**config.mk**
```make
export PLATFORM = sky130hd
export DESIGN_NAME = axi_ram_cmd_arb
export DESIGN_NICKNAME = d
export VERILOG_FILES = /design/src/rtl/axi_ram_arb_pkg.sv /design/src/rtl/axi_ram_arb_tag_fifo.sv /design/src/rtl/axi_ram_cmd_arb.sv
export SDC_FILE = /design/constraint.sdc
export NUM_CORES = 1
export LEC_CHECK = 0
export ABC_AREA = 1
export BUFFER_PORTS_ARGS = -buffer_cell sky130_fd_sc_hd__buf_2
export CORE_AREA = 2 2 119 121
export DETAILED_ROUTE_END_ITERATION = 7
export DIE_AREA = 0 0 121 123
export PLACE_DENSITY_LB_ADDON = 0.12
export SYNTH_ARGS = -nofsm -noshare
export SYNTH_HDL_FRONTEND = slang
export SYNTH_SLANG_ARGS = --single-unit
export TNS_END_PERCENT = 10
```
**constraint.sdc**
```tcl
create_clock -name clk -period 7.6 [get_ports clk]
set_clock_uncertainty 0.2 [all_clocks]
set_input_delay 1.52 -clock clk [delete_from_list [all_inputs] [get_ports clk]]
set_output_delay 1.52 -clock clk [all_outputs]
set_load 0.02 [all_outputs]
```
**src/rtl/axi_ram_arb_pkg.sv**
```systemverilog
// Shared types and constants for the two-requester AXI-RAM command arbiter.
//   arb_state_t : arbiter FSM state (idle bubble between bursts / burst owner locked)
//   NUM_REQ     : number of front ends sharing the RAM backend
`timescale 1ns/1ps
package axi_ram_arb_pkg;

   typedef enum logic {ARB_IDLE, ARB_BURST} arb_state_t;

   localparam int unsigned NUM_REQ = 2;

endpackage

```
**src/rtl/axi_ram_arb_tag_fifo.sv**
```systemverilog
// 1-bit tag FIFO that remembers which requester issued each accepted read beat,
// so in-order backend responses can be steered back to their owner.
// Ports:
//   clk, rst         clock, async active-high reset (FIFO emptied)
//   push, push_tag   enqueue a tag (ignored when full)
//   pop              dequeue the head tag (ignored when empty)
//   full, empty      occupancy flags from the current count
//   head             tag at the head of the FIFO
`timescale 1ns/1ps
module axi_ram_arb_tag_fifo #(
   parameter int unsigned DEPTH = 8
) (
   input  logic clk,
   input  logic rst,
   input  logic push,
   input  logic push_tag,
   input  logic pop,
   output logic full,
   output logic empty,
   output logic head
);

   localparam int unsigned PW = (DEPTH > 1) ? $clog2(DEPTH) : 1;
   localparam logic [PW:0] FULL_CNT = (PW+1)'(DEPTH);

   logic [DEPTH-1:0] mem;
   logic [PW-1:0]    wr_ptr;
   logic [PW-1:0]    rd_ptr;
   logic [PW:0]      count;
   logic             do_push;
   logic             do_pop;

   assign full    = (count == FULL_CNT);
   assign empty   = (count == '0);
   assign head    = mem[rd_ptr];
   assign do_push = push & ~full;
   assign do_pop  = pop & ~empty;

   // DEPTH is a power of two, so pointer overflow is the modulo wrap.
   always_ff @(posedge clk or posedge rst) begin
      if (rst) begin
         mem    <= '0;
         wr_ptr <= '0;
         rd_ptr <= '0;
         count  <= '0;
      end else begin
         if (do_push) begin
            mem[wr_ptr] <= push_tag;
            wr_ptr      <= wr_ptr + 1'b1;
         end
         if (do_pop) begin
            rd_ptr <= rd_ptr + 1'b1;
         end
         case ({do_push, do_pop})
            2'b10:   count <= count + 1'b1;
            2'b01:   count <= count - 1'b1;
            default: count <= count;
         endcase
      end
   end

endmodule

```
**src/rtl/axi_ram_cmd_arb.sv**
```systemverilog
// 2:1 arbiter sharing one RAM backend between two AXI-RAM front ends.
// Grant is locked for a whole burst (until a beat with last=1 is accepted) and
// alternates round-robin between bursts, with a one-cycle idle bubble per burst.
// Read beats record their owner in a tag FIFO; in-order backend responses are
// routed to the FIFO head's owner. A response arriving with no tag outstanding
// is refused and sets the sticky err_orphan flag.
// Optional feature: define AXI_RAM_ARB_QOS_EN to let the higher s_cmd_qos win
// when both requesters contend in idle (ties fall back to round-robin).
// Ports:
//   clk, rst             clock, async active-high reset
//   s_cmd_*              per-requester command beats (id/addr/data/strb/qos/wr/rd/last), s_cmd_ready back
//   s_rd_resp_*          per-requester read response stream
//   m_cmd_*              muxed command to backend, m_cmd_ready from backend
//   m_rd_resp_*          backend read response stream
//   err_orphan           sticky: backend response with no outstanding tag
`timescale 1ns/1ps
module axi_ram_cmd_arb
   import axi_ram_arb_pkg::*;
#(
   parameter int unsigned DATA_WIDTH     = 32,
   parameter int unsigned ADDR_WIDTH     = 16,
   parameter int unsigned STRB_WIDTH     = DATA_WIDTH/8,
   parameter int unsigned ID_WIDTH       = 8,
   parameter int unsigned TAG_FIFO_DEPTH = 8
) (
   input  logic                             clk,
   input  logic                             rst,
   input  logic [1:0][ID_WIDTH-1:0]         s_cmd_id,
   input  logic [1:0][ADDR_WIDTH-1:0]       s_cmd_addr,
   input  logic [1:0][DATA_WIDTH-1:0]       s_cmd_wr_data,
   input  logic [1:0][STRB_WIDTH-1:0]       s_cmd_wr_strb,
   input  logic [1:0][3:0]                  s_cmd_qos,
   input  logic [1:0]                       s_cmd_wr_en,
   input  logic [1:0]                       s_cmd_rd_en,
   input  logic [1:0]                       s_cmd_last,
   output logic [1:0]                       s_cmd_ready,
   output logic [1:0][DATA_WIDTH-1:0]       s_rd_resp_data,
   output logic [1:0]                       s_rd_resp_last,
   output logic [1:0]                       s_rd_resp_valid,
   input  logic [1:0]                       s_rd_resp_ready,
   output logic [ID_WIDTH-1:0]              m_cmd_id,
   output logic [ADDR_WIDTH-1:0]            m_cmd_addr,
   output logic [DATA_WIDTH-1:0]            m_cmd_wr_data,
   output logic [STRB_WIDTH-1:0]            m_cmd_wr_strb,
   output logic                             m_cmd_wr_en,
   output logic                             m_cmd_rd_en,
   output logic                             m_cmd_last,
   input  logic                             m_cmd_ready,
   input  logic [DATA_WIDTH-1:0]            m_rd_resp_data,
   input  logic                             m_rd_resp_last,
   input  logic                             m_rd_resp_valid,
   output logic                             m_rd_resp_ready,
   output logic                             err_orphan
);

   arb_state_t         state;
   logic               grant;
   logic               rr_ptr;
   logic [NUM_REQ-1:0] req;
   logic               pick;
   logic               blocked;
   logic               beat_acc;
   logic               fifo_push;
   logic               fifo_pop;
   logic               fifo_full;
   logic               fifo_empty;
   logic               fifo_head;

   assign req = s_cmd_wr_en | s_cmd_rd_en;

   // Winner for the next burst, evaluated only while idle.
   always_comb begin
      pick = rr_ptr;
      if (req == 2'b01) begin
         pick = 1'b0;
      end else if (req == 2'b10) begin
         pick = 1'b1;
      end
`ifdef AXI_RAM_ARB_QOS_EN
      else if (req == 2'b11 && s_cmd_qos[0] != s_cmd_qos[1]) begin
         pick = (s_cmd_qos[1] > s_cmd_qos[0]);
      end
`endif
   end

`ifndef AXI_RAM_ARB_QOS_EN
   logic unused_qos;
   assign unused_qos = ^s_cmd_qos;
`endif

   // A read beat may only pass when its tag has somewhere to go; a pop in the
   // same cycle does not free the slot early.
   assign blocked   = (state == ARB_BURST) & s_cmd_rd_en[grant] & fifo_full;
   assign beat_acc  = m_cmd_ready & (m_cmd_wr_en | m_cmd_rd_en);
   assign fifo_push = beat_acc & m_cmd_rd_en;

   always_comb begin
      m_cmd_id      = '0;
      m_cmd_addr    = '0;
      m_cmd_wr_data = '0;
      m_cmd_wr_strb = '0;
      m_cmd_wr_en   = 1'b0;
      m_cmd_rd_en   = 1'b0;
      m_cmd_last    = 1'b0;
      s_cmd_ready   = '0;
      if (state == ARB_BURST) begin
         m_cmd_id           = s_cmd_id[grant];
         m_cmd_addr         = s_cmd_addr[grant];
         m_cmd_wr_data      = s_cmd_wr_data[grant];
         m_cmd_wr_strb      = s_cmd_wr_strb[grant];
         m_cmd_wr_en        = s_cmd_wr_en[grant] & ~blocked;
         m_cmd_rd_en        = s_cmd_rd_en[grant] & ~blocked;
         m_cmd_last         = s_cmd_last[grant];
         s_cmd_ready[grant] = m_cmd_ready & ~blocked;
      end
   end

   always_ff @(posedge clk or posedge rst) begin
      if (rst) begin
         state  <= ARB_IDLE;
         grant  <= 1'b0;
         rr_ptr <= 1'b0;
      end else begin
         case (state)
            ARB_IDLE: begin
               if (|req) begin
                  grant <= pick;
                  state <= ARB_BURST;
               end
            end
            ARB_BURST: begin
               if (beat_acc && m_cmd_last) begin
                  rr_ptr <= ~grant;
                  state  <= ARB_IDLE;
               end
            end
            default: state <= ARB_IDLE;
         endcase
      end
   end

   always_comb begin
      s_rd_resp_valid = '0;
      s_rd_resp_data  = '0;
      s_rd_resp_last  = '0;
      m_rd_resp_ready = 1'b0;
      if (!fifo_empty) begin
         s_rd_resp_valid[fifo_head] = m_rd_resp_valid;
         for (int unsigned i = 0; i < NUM_REQ; i++) begin
            s_rd_resp_data[i] = m_rd_resp_data;
            s_rd_resp_last[i] = m_rd_resp_last;
         end
         m_rd_resp_ready = s_rd_resp_ready[fifo_head];
      end
   end

   assign fifo_pop = m_rd_resp_valid & m_rd_resp_ready;

   always_ff @(posedge clk or posedge rst) begin
      if (rst) begin
         err_orphan <= 1'b0;
      end else if (m_rd_resp_valid && fifo_empty) begin
         err_orphan <= 1'b1;
      end
   end

   axi_ram_arb_tag_fifo #(
      .DEPTH (TAG_FIFO_DEPTH)
   ) u_tag_fifo (
      .clk      (clk),
      .rst      (rst),
      .push     (fifo_push),
      .push_tag (grant),
      .pop      (fifo_pop),
      .full     (fifo_full),
      .empty    (fifo_empty),
      .head     (fifo_head)
   );

endmodule

```
==> results of run 1 <==
==> logic make-up (layout without fill, tap and decap cells) <==
| kind of cell | count (synthesis) | after routing | share of synthesized area, % |
|---|---|---|---|
| xor+xnor | 5 | 5 | 1.80 |
| flops | 22 | 22 | 22.7 |
| buf+inv | 117 | 371 | 23.7 |
| simple gates | 124 | 124 | 22.6 |
| fa+ha+maj | 6 | 6 | 3.40 |
| other cells | 0 | 2 | 0 |
| compound gates | 78 | 78 | 25.8 |
==> through the flow <==
| stage | utilization (%) | area [um2] |
|---|---|---|
| 3_3_place_gp | 28.2 | 3840 |
| 3_5_place_dp | 28.2 | 3840 |
| 6_report | 28.9 | 3930 |
| 4_1_cts | 28.8 | 3930 |
| 5_1_grt | 28.9 | 3930 |
| 2_1_floorplan | - | 2430 |
==> flip-flops by register name (all words and copies together), names as in the netlist <==
register and cells:
rr_ptr 1, u_tag_fifo.rd_ptr 3, state 1, u_tag_fifo.count 4
err_orphan 1, grant 1, u_tag_fifo.mem 8, u_tag_fifo.wr_ptr 3
==> cell type report <==
class                           instances  area [um2]  share of cell area [%]
Clock buffer                            4        88.8                    2.26
Timing Repair Buffer                  299        1500                    38.1
Antenna cell                            2        5.00                   0.127
Tap cell                              180         225                    5.73
Sequential cell                        22         551                    14.0
Multi-Input combinational cell        213        1300                    33.2
Inverter                               68         260                    6.62
==> routing by layer <==
metal	up-vias	wire, um	track usage, %
li1	1621	-	-
met1	1434	4030	14.4
met2	184	6150	26.8
met3	2	950	2.95
met4	0	44	3.20
met5	-	0	0
==> Yosys cell counts, types with 2 or more instances <==
cell      count
nand3_1      13
a22o_1       61
o21ai_1       6
nand2_2       3
o21ai_0       6
nand2_1      49
inv_1        62
a21oi_1       2
nand2_4       2
buf_4        33
nor2_1       44
dfrtp_1      22
clkinv_2      2
inv_2         2
clkbuf_1     15
xnor2_1       2
nand4_1       3
ha_1          5
xor2_1        3
nor2_2        7
==> how the worst min path moves through the flow <==
stage	slack, ps	endpoint	start
6_report	290	err_orphan$_DFFE_PP0P_	err_orphan$_DFFE_PP0P_
5_1_grt	340	u_tag_fifo.mem[1]$_DFFE_PP0P_	u_tag_fifo.mem[1]$_DFFE_PP0P_
2_1_floorplan	250	rr_ptr$_DFFE_PP0P_	rr_ptr$_DFFE_PP0P_
3_3_place_gp	280	err_orphan$_DFFE_PP0P_	err_orphan$_DFFE_PP0P_
3_5_place_dp	290	err_orphan$_DFFE_PP0P_	err_orphan$_DFFE_PP0P_
4_1_cts	310	err_orphan$_DFFE_PP0P_	err_orphan$_DFFE_PP0P_
==> power breakdown <==
| part | switching (mW) | total (mW) | internal (mW) |
|---|---|---|---|
| Clock | 0.0418 | 0.122 | 0.0803 |
| Sequential | 0.0536 | 0.228 | 0.174 |
| Combinational | 0.794 | 1.21 | 0.418 |
==> flow_metrics.py, run 1 <==
metrics = {
    "yosys": {
        "yosysWarnings": 0,
        "synth-edff-count": 0,
        "synth_cell_type_count": 30,
        "synth_top_area_cell": "dfrtp_1",
        "syn-mean-instance-area_um2": 6.90,
        "synthFlopType": "dfrtp_1",
        "syn-instance-count": 352,
        "yosys-top-cells-area": "dfrtp_1 (23%), a22o_1 (22%), buf_4 (10%)",
        "synth_top_area_share_pct": 22.7,
        "synth_seq_cells": 22,
        "syn_nets": 531,
        "yosysSeqAreaShare_pct": 22.7,
        "async_flop_share_pct": 100,
        "synth_area_um2": 2430,
    },
    "worst_setup_path": {
        "crit_type": "reg2out",
        "critical-path-max-stage-delay_ps": 720,
        "r2r_end": "u_tag_fifo.count[3]$_DFFE_PP0P_",
        "path_buf_inv": 2,
        "crit_end": "s_rd_resp_data[39]",
        "cp.required_ps": 5880,
        "crit_path_end_kind": "output port",
        "cp_cell_sequence": "nor2_1 > nand3_1 > clkinv_1 > nor2_1 > buf_2",
        "cp_max_fo": 35,
        "rr_startpoint": "grant$_DFFE_PP0P_",
        "startpoint": "u_tag_fifo.count[0]$_DFFE_PP0P_",
        "critPathSlowestCell": "clkinv_1",
        "crit_arrival_ps": 2460,
        "path_depth": 5,
        "crit_family": "buffers and inverters",
        "timing.reg2reg.setup_slack_ps": 4240,
        "r2r_cells": 16,
        "startpoint_type": "flop",
        "crit_path_frequent_cell": "nor2_1",
    },
    "sta": {
        "finalCritPeriodShare_pct": 55.0,
        "holdWs_ps": 286,
        "rsz0062_at_grt": "no",
        "timing.final.max_slew_violations": 0,
        "finalSetupViolations": 0,
        "tightest_slew_ps": 891,
        "fin_tns_setup_ps": 0,
        "relSlewSlack_pct": 40.5,
        "fmax_mhz": 239,
        "setup_slack_ps": 3420,
        "hold_viol": 0,
        "finalCriticalPeriod_ps": 4180,
    },
    "run": {
        "maxCapViolations": 0,
    },
    "placed_design": {
        "place.gp.congestion": 0.748,
        "pre_cts_ws_ps": 3590,
        "hpwl_um": 9620,
        "portBuffers": 299,
        "dp.cells": 782,
    },
    "routing": {
        "wl_um": 11200,
        "vias": 3241,
        "drc": 0,
        "postRouteAntennaNets": 0,
        "wire_per_inst_um": 14.2,
        "drt-initial-drc-count": 102,
        "via_per_inst": 4.11,
        "firstDrtPassIters": 4,
    },
    "layout": {
        "n_fill_cell": 1512,
        "final_cell_mix": "buf_2 (299), inv_1 (62), a22o_1 (61), nand2_1 (49), nor2_1 (44)",
        "nets": 786,
        "instances_no_fill": 788,
        "final_common_cell": "buf_2",
        "area_delta_synth_final_pct": 61.7,
        "drive_gt1_share_pct": 53.1,
    },
    "clocking": {
        "numCtsBuffers": 3,
        "cts-resized-gates": 0,
        "ctsHoldBuffers": 0,
        "max-clock-path-buffers": 2,
        "cts.clk_slew.worst_paths_ps": 60,
        "htree_levels": 1,
        "cts_sinks": 22,
        "post_cts_buffers": 0,
        "clk_latency_ps": 250,
        "cts_tree": "built",
        "clockRootBuffer": "clkbuf_16",
    },
    "power": {
        "ir_worst_vdd_v": 0.000171,
        "total_power_mw": 1.56,
        "p_leak_nw": 2.50,
        "p_per_area_nw_per_um2": 397,
    },
    "floorplan": {
        "initial_utilization_pct": 17.9,
        "dieArea_um2": 14900,
        "dieWidth_um": 121,
        "core_um2": 13600,
        "dieHeight_um": 123,
        "rows": 43,
        "ios": 308,
    },
    "grt": {
        "groute.usage.overall_pct": 13.5,
        "grt_pass1_wl_um": 15700,
        "grt_overflow": 0,
        "grt_start_max_net_pins": 64,
        "antenna_found_initial": 2,
        "grt_pass1_vias": 3086,
    },
    "min_path": {
        "min_path_cells": 1,
        "hp-class": "reg2reg",
    },
    "run_status": {
        "outcome": "complete, no violations",
    },
}
(Power assumes the default switching activity.)
==> inputs of run 2 (changes only) <==
clock period = 4.3 ns   (was 7.6 ns; I/O delays follow)
==> run 2 against run 1 <==
Effect of this change:
- clock-buffer cell count is the same
- critical path type unchanged
- first-iteration DRC count up 2.0%
- highest routed layer unchanged
- worst setup slack worse by 2600 ps
- critical endpoint is now s_rd_resp_data[7]
==> flow_metrics.py, run 2 (synthesis results as in run 1) <==
metrics = {
    "sta": {
        "finalSetupViolations": 0,
        "timing.final.max_slew_violations": 0,
        "finalCritPeriodShare_pct": 81.7,
        "finalCriticalPeriod_ps": 3510,
        "rsz0062_at_grt": "no",
        "fmax_mhz": 285,
        "hold_viol": 0,
        "tightest_slew_ps": 853,
        "setup_slack_ps": 788,
        "fin_tns_setup_ps": 0,
        "relSlewSlack_pct": 42.8,
        "holdWs_ps": 295,
    },
    "routing": {
        "drc": 0,
        "wl_um": 11200,
        "via_per_inst": 4.11,
        "postRouteAntennaNets": 0,
        "vias": 3252,
        "wire_per_inst_um": 14.1,
        "firstDrtPassIters": 4,
        "drt-initial-drc-count": 104,
    },
    "power": {
        "intPower_mw": 1.20,
        "total_power_mw": 2.76,
        "clockPowerShare_pct": 7.8,
        "p_leak_nw": 2.51,
        "switching_share_pct": 56.6,
        "seqPwrFrac_pct": 14.5,
        "combPwrFrac_pct": 77.6,
        "p_per_area_nw_per_um2": 699,
        "ir_worst_vdd_v": 0.000284,
        "power.switching_mw": 1.56,
    },
    "floorplan": {
        "dieWidth_um": 121,
        "initial_utilization_pct": 17.9,
        "dieArea_um2": 14900,
        "dieHeight_um": 123,
        "core_um2": 13600,
        "rows": 43,
        "ios": 308,
    },
    "worst_setup_path": {
        "crit_path_end_kind": "output port",
        "startpoint_type": "flop",
        "r2r_end": "u_tag_fifo.count[3]$_DFFE_PP0P_",
        "crit_type": "reg2out",
        "timing.reg2reg.setup_slack_ps": 1310,
        "crit_arrival_ps": 2450,
        "r2r_cells": 16,
        "rr_startpoint": "grant$_DFFE_PP0P_",
        "cp.required_ps": 3240,
        "cp_max_fo": 35,
    },
    "clocking": {
        "clk_latency_ps": 260,
        "numCtsBuffers": 3,
        "cts.clk_slew.worst_paths_ps": 60,
        "cts_sinks": 22,
        "cts-resized-gates": 0,
        "post_cts_buffers": 0,
        "htree_levels": 1,
        "max-clock-path-buffers": 2,
        "cts_tree": "built",
        "clockRootBuffer": "clkbuf_16",
        "ctsHoldBuffers": 0,
    },
    "layout": {
        "area_delta_synth_final_pct": 62.5,
        "final_area_um2": 3950,
        "instances_no_fill": 791,
        "largest_reg_flops": 8,
        "top_regs": "u_tag_fifo.mem x8, u_tag_fifo.count x4",
        "drive_gt1_share_pct": 53.3,
        "final_cell_mix": "buf_2 (299), inv_1 (62), a22o_1 (61), nand2_1 (49), nor2_1 (44)",
        "utilization_pct": 29.0,
        "nets": 788,
        "regMostFlops": "u_tag_fifo.mem",
        "final_common_cell": "buf_2",
    },
    "min_path": {
        "hp-start": "err_orphan$_DFFE_PP0P_",
        "hold_end": "err_orphan$_DFFE_PP0P_",
        "hp-class": "reg2reg",
        "min_path_cells": 1,
    },
    "placed_design": {
        "dp.cells": 784,
        "place.gp.congestion": 0.782,
        "portBuffers": 299,
        "post_dp_cell_area_um2": 3850,
        "hpwl_um": 9680,
        "pre_cts_ws_ps": 970,
    },
    "run": {
        "maxCapViolations": 0,
    },
    "grt": {
        "antenna_found_initial": 2,
        "groute.usage.overall_pct": 13.3,
        "grt_start_max_net_pins": 63,
        "grt_pass1_vias": 2976,
        "grt_pass1_wl_um": 15400,
        "grt_overflow": 0,
    },
    "run_status": {
        "outcome": "complete, no violations",
    },
}
run 2: changes by cell type in the layout (fill, tap and decap cells not counted), sizes merged:
cell | previous run | this run
diode | 2 | 3
buf | 299 | 301
run 2: layout make-up:
cell class                      instances  area, um2
Fill cell                            1510       9660
Timing Repair Buffer                  301       1510
Multi-Input combinational cell        213       1300
Sequential cell                        22        551
Inverter                               68        260
Tap cell                              180        225
Clock buffer                            4       88.8
Antenna cell                            3       7.51
run 2: how the worst max path moves through the flow:
stage | startpoint | to | cells past startpoint
global placement | u_tag_fifo.count[1]$_DFFE_PP0P_ | s_rd_resp_data[7] | 5
floorplan | s_cmd_rd_en[1] | u_tag_fifo.count[3]$_DFFE_PP0P_ | 14
detailed placement | u_tag_fifo.count[0]$_DFFE_PP0P_ | s_rd_resp_data[7] | 5
global route | u_tag_fifo.count[0]$_DFFE_PP0P_ | s_rd_resp_data[7] | 5
finish | u_tag_fifo.count[0]$_DFFE_PP0P_ | s_rd_resp_data[7] | 5
CTS | u_tag_fifo.count[0]$_DFFE_PP0P_ | s_rd_resp_data[7] | 5
run 2: routing by layer:
metal | up-vias | wire length [um] | global-route usage (%)
met4 | 0 | 105 | 2.91
met1 | 1438 | 3990 | 14.1
li1 | 1628 | - | -
met3 | 6 | 956 | 3.23
met5 | - | 0 | 0
met2 | 180 | 6140 | 26.5
run 2: power by group through the flow:
stage	clock, mW	sequential [mW]	combinational, mW
after detailed placement	0	0.404	2.16
after floorplan	0	0.379	1.61
after global routing	0.234	0.418	2.36
after global placement	0	0.404	2.17
final	0.216	0.401	2.14
after CTS	0.223	0.401	2.17
run 2: worst max-delay path, cell delays in order (launching register included):
cell and delay [ps]:
dfrtp_1 410, nor2_1 100, nand3_1 190, clkinv_1 720, nor2_1 530, buf_2 240
==> inputs of run 3 (changes only) <==
clock period = 3.65 ns   (was 4.3 ns; I/O delays follow)
==> run 3 against run 2 <==
Effect of this change:
- first-iteration DRC count shrank 5.8%
- cell count is 0.25% lower
- sequential share of layout area grew 0.058 points
- wire length stayed put
- sequential power rose by 17%
- clock power rose by 6%
- combinational power rose by 18%
- cell area shrank 0.41%
- register-to-register slack worse by 320 ps
- die area did not move
- worst setup slack lost 530 ps
- global-route usage up 0.12 points
- critical path type unchanged
- largest power group unchanged
- highest routed layer unchanged
==> flow_metrics.py, run 3 (synthesis results as in run 1) <==
metrics = {
    "clocking": {
        "clockRootBuffer": "clkbuf_16",
        "htree_levels": 1,
        "numCtsBuffers": 3,
        "cts_tree": "built",
        "max-clock-path-buffers": 2,
        "cts.clk_slew.worst_paths_ps": 60,
        "clk_latency_ps": 250,
        "cts_sinks": 22,
        "ctsHoldBuffers": 0,
        "cts-resized-gates": 0,
        "post_cts_buffers": 0,
    },
    "grt": {
        "grt_start_max_net_pins": 63,
        "antenna_found_initial": 2,
        "groute.usage.overall_pct": 13.5,
        "grt_overflow": 0,
        "grt_pass1_vias": 3127,
        "grt_pass1_wl_um": 15600,
    },
    "sta": {
        "finalCritPeriodShare_pct": 92.9,
        "timing.final.max_slew_violations": 0,
        "hold_viol": 0,
        "tightest_slew_ps": 872,
        "fin_tns_setup_ps": 0,
        "finalCriticalPeriod_ps": 3390,
        "relSlewSlack_pct": 41.8,
        "rsz0062_at_grt": "no",
        "finalSetupViolations": 0,
        "fmax_mhz": 295,
        "holdWs_ps": 289,
    },
    "worst_setup_path": {
        "cp_max_fo": 35,
        "crit_type": "reg2out",
        "crit_arrival_ps": 2460,
        "crit_path_end_kind": "output port",
        "cp.required_ps": 2720,
        "startpoint_type": "flop",
    },
    "power": {
        "power.switching_mw": 1.84,
        "switching_share_pct": 57.0,
        "p_leak_nw": 2.50,
        "combPwrFrac_pct": 78.3,
        "p_per_area_nw_per_um2": 821,
        "seqPwrFrac_pct": 14.6,
        "intPower_mw": 1.39,
        "ir_worst_vdd_v": 0.000321,
        "clockPowerShare_pct": 7.1,
    },
    "floorplan": {
        "ios": 308,
        "dieHeight_um": 123,
        "initial_utilization_pct": 17.9,
        "dieWidth_um": 121,
        "rows": 43,
        "dieArea_um2": 14900,
        "core_um2": 13600,
    },
    "routing": {
        "drt-initial-drc-count": 98,
        "wl_um": 11200,
        "via_per_inst": 4.12,
        "firstDrtPassIters": 4,
        "drc": 0,
        "wire_per_inst_um": 14.2,
        "vias": 3248,
        "postRouteAntennaNets": 0,
    },
    "layout": {
        "final_cell_mix": "buf_2 (299), inv_1 (62), a22o_1 (61), nand2_1 (49), nor2_1 (44)",
        "top_regs": "u_tag_fifo.mem x8, u_tag_fifo.count x4",
        "final_common_cell": "buf_2",
        "nets": 788,
        "drive_gt1_share_pct": 53.2,
        "utilization_pct": 28.9,
        "instances_no_fill": 789,
        "area_delta_synth_final_pct": 61.8,
        "n_fill_cell": 1530,
        "regMostFlops": "u_tag_fifo.mem",
        "largest_reg_flops": 8,
    },
    "placed_design": {
        "dp.cells": 784,
        "hpwl_um": 9720,
        "portBuffers": 299,
        "place.gp.congestion": 0.772,
    },
    "run": {
        "maxCapViolations": 0,
    },
    "run_status": {
        "outcome": "complete, no violations",
    },
    "min_path": {
        "hp-class": "reg2reg",
    },
}
## run 3: changes by cell type in the layout (fill, tap and decap cells not counted)
| cell | change |
|---|---|
| clkbuf_8 | -1 |
| diode_2 | -1 |
## run 3: area by class of cell
type	instances	area (um2)	area share (%)
antenna	2	5.00	0.127
clock buffer	3	75.1	1.91
inverter	68	260	6.62
multi-input combinational	213	1300	33.2
sequential	22	551	14.0
tap	180	225	5.73
timing repair buffer	301	1510	38.4
## run 3: layer usage
metal,vias to the layer above,GRT usage (%),routed length (um)
li1,1625,-,-
met1,1435,14.0,3970
met2,182,26.9,6110
met3,6,3.27,1010
met4,0,3.20,101
met5,-,0,0
## run 3: power groups by stage
stage	Clock [mW]	Sequential, mW	Combinational [mW]
2_1_floorplan	0	0.447	1.90
3_3_place_gp	0	0.474	2.55
3_5_place_dp	0	0.477	2.55
4_1_cts	0.238	0.473	2.56
5_1_grt	0.249	0.493	2.78
6_report	0.228	0.471	2.53
## run 3: path summary, 6_finish.rpt
| kind | start | end | slack (ps) | cells after the start |
|---|---|---|---|---|
| min reg2reg | err_orphan$_DFFE_PP0P_ | err_orphan$_DFFE_PP0P_ | 290 | 1 |
| max reg2reg | grant$_DFFE_PP0P_ | u_tag_fifo.count[3]$_DFFE_PP0P_ | 990 | 16 |
| min in group asynchronous | rst | u_tag_fifo.count[0]$_DFFE_PP0P_ | 450 | 2 |
| max | u_tag_fifo.count[1]$_DFFE_PP0P_ | s_rd_resp_data[7] | 260 | 5 |
| max in group asynchronous | rst | u_tag_fifo.rd_ptr[2]$_DFFE_PP0P_ | 2260 | 2 |
| min | err_orphan$_DFFE_PP0P_ | err_orphan$_DFFE_PP0P_ | 290 | 1 |
## run 3: stage by stage
step / power [mW] / setup WS [ps] / cell area [um2]
final: 3.23 / 260 / 3930
after floorplan: 2.34 / 1180 / 2430
after global routing: 3.52 / 26.2 / 3930
after detailed placement: 3.03 / 465 / 3850
after CTS: 3.27 / 190 / 3930
after global placement: 3.02 / 565 / 3850
## run 3: critical path, cell delays in order, from the launching register on
cell and delay (ps):
dfrtp_1 400, nor2_1 100, nand3_1 190, clkinv_1 720, nor2_1 550, buf_2 240
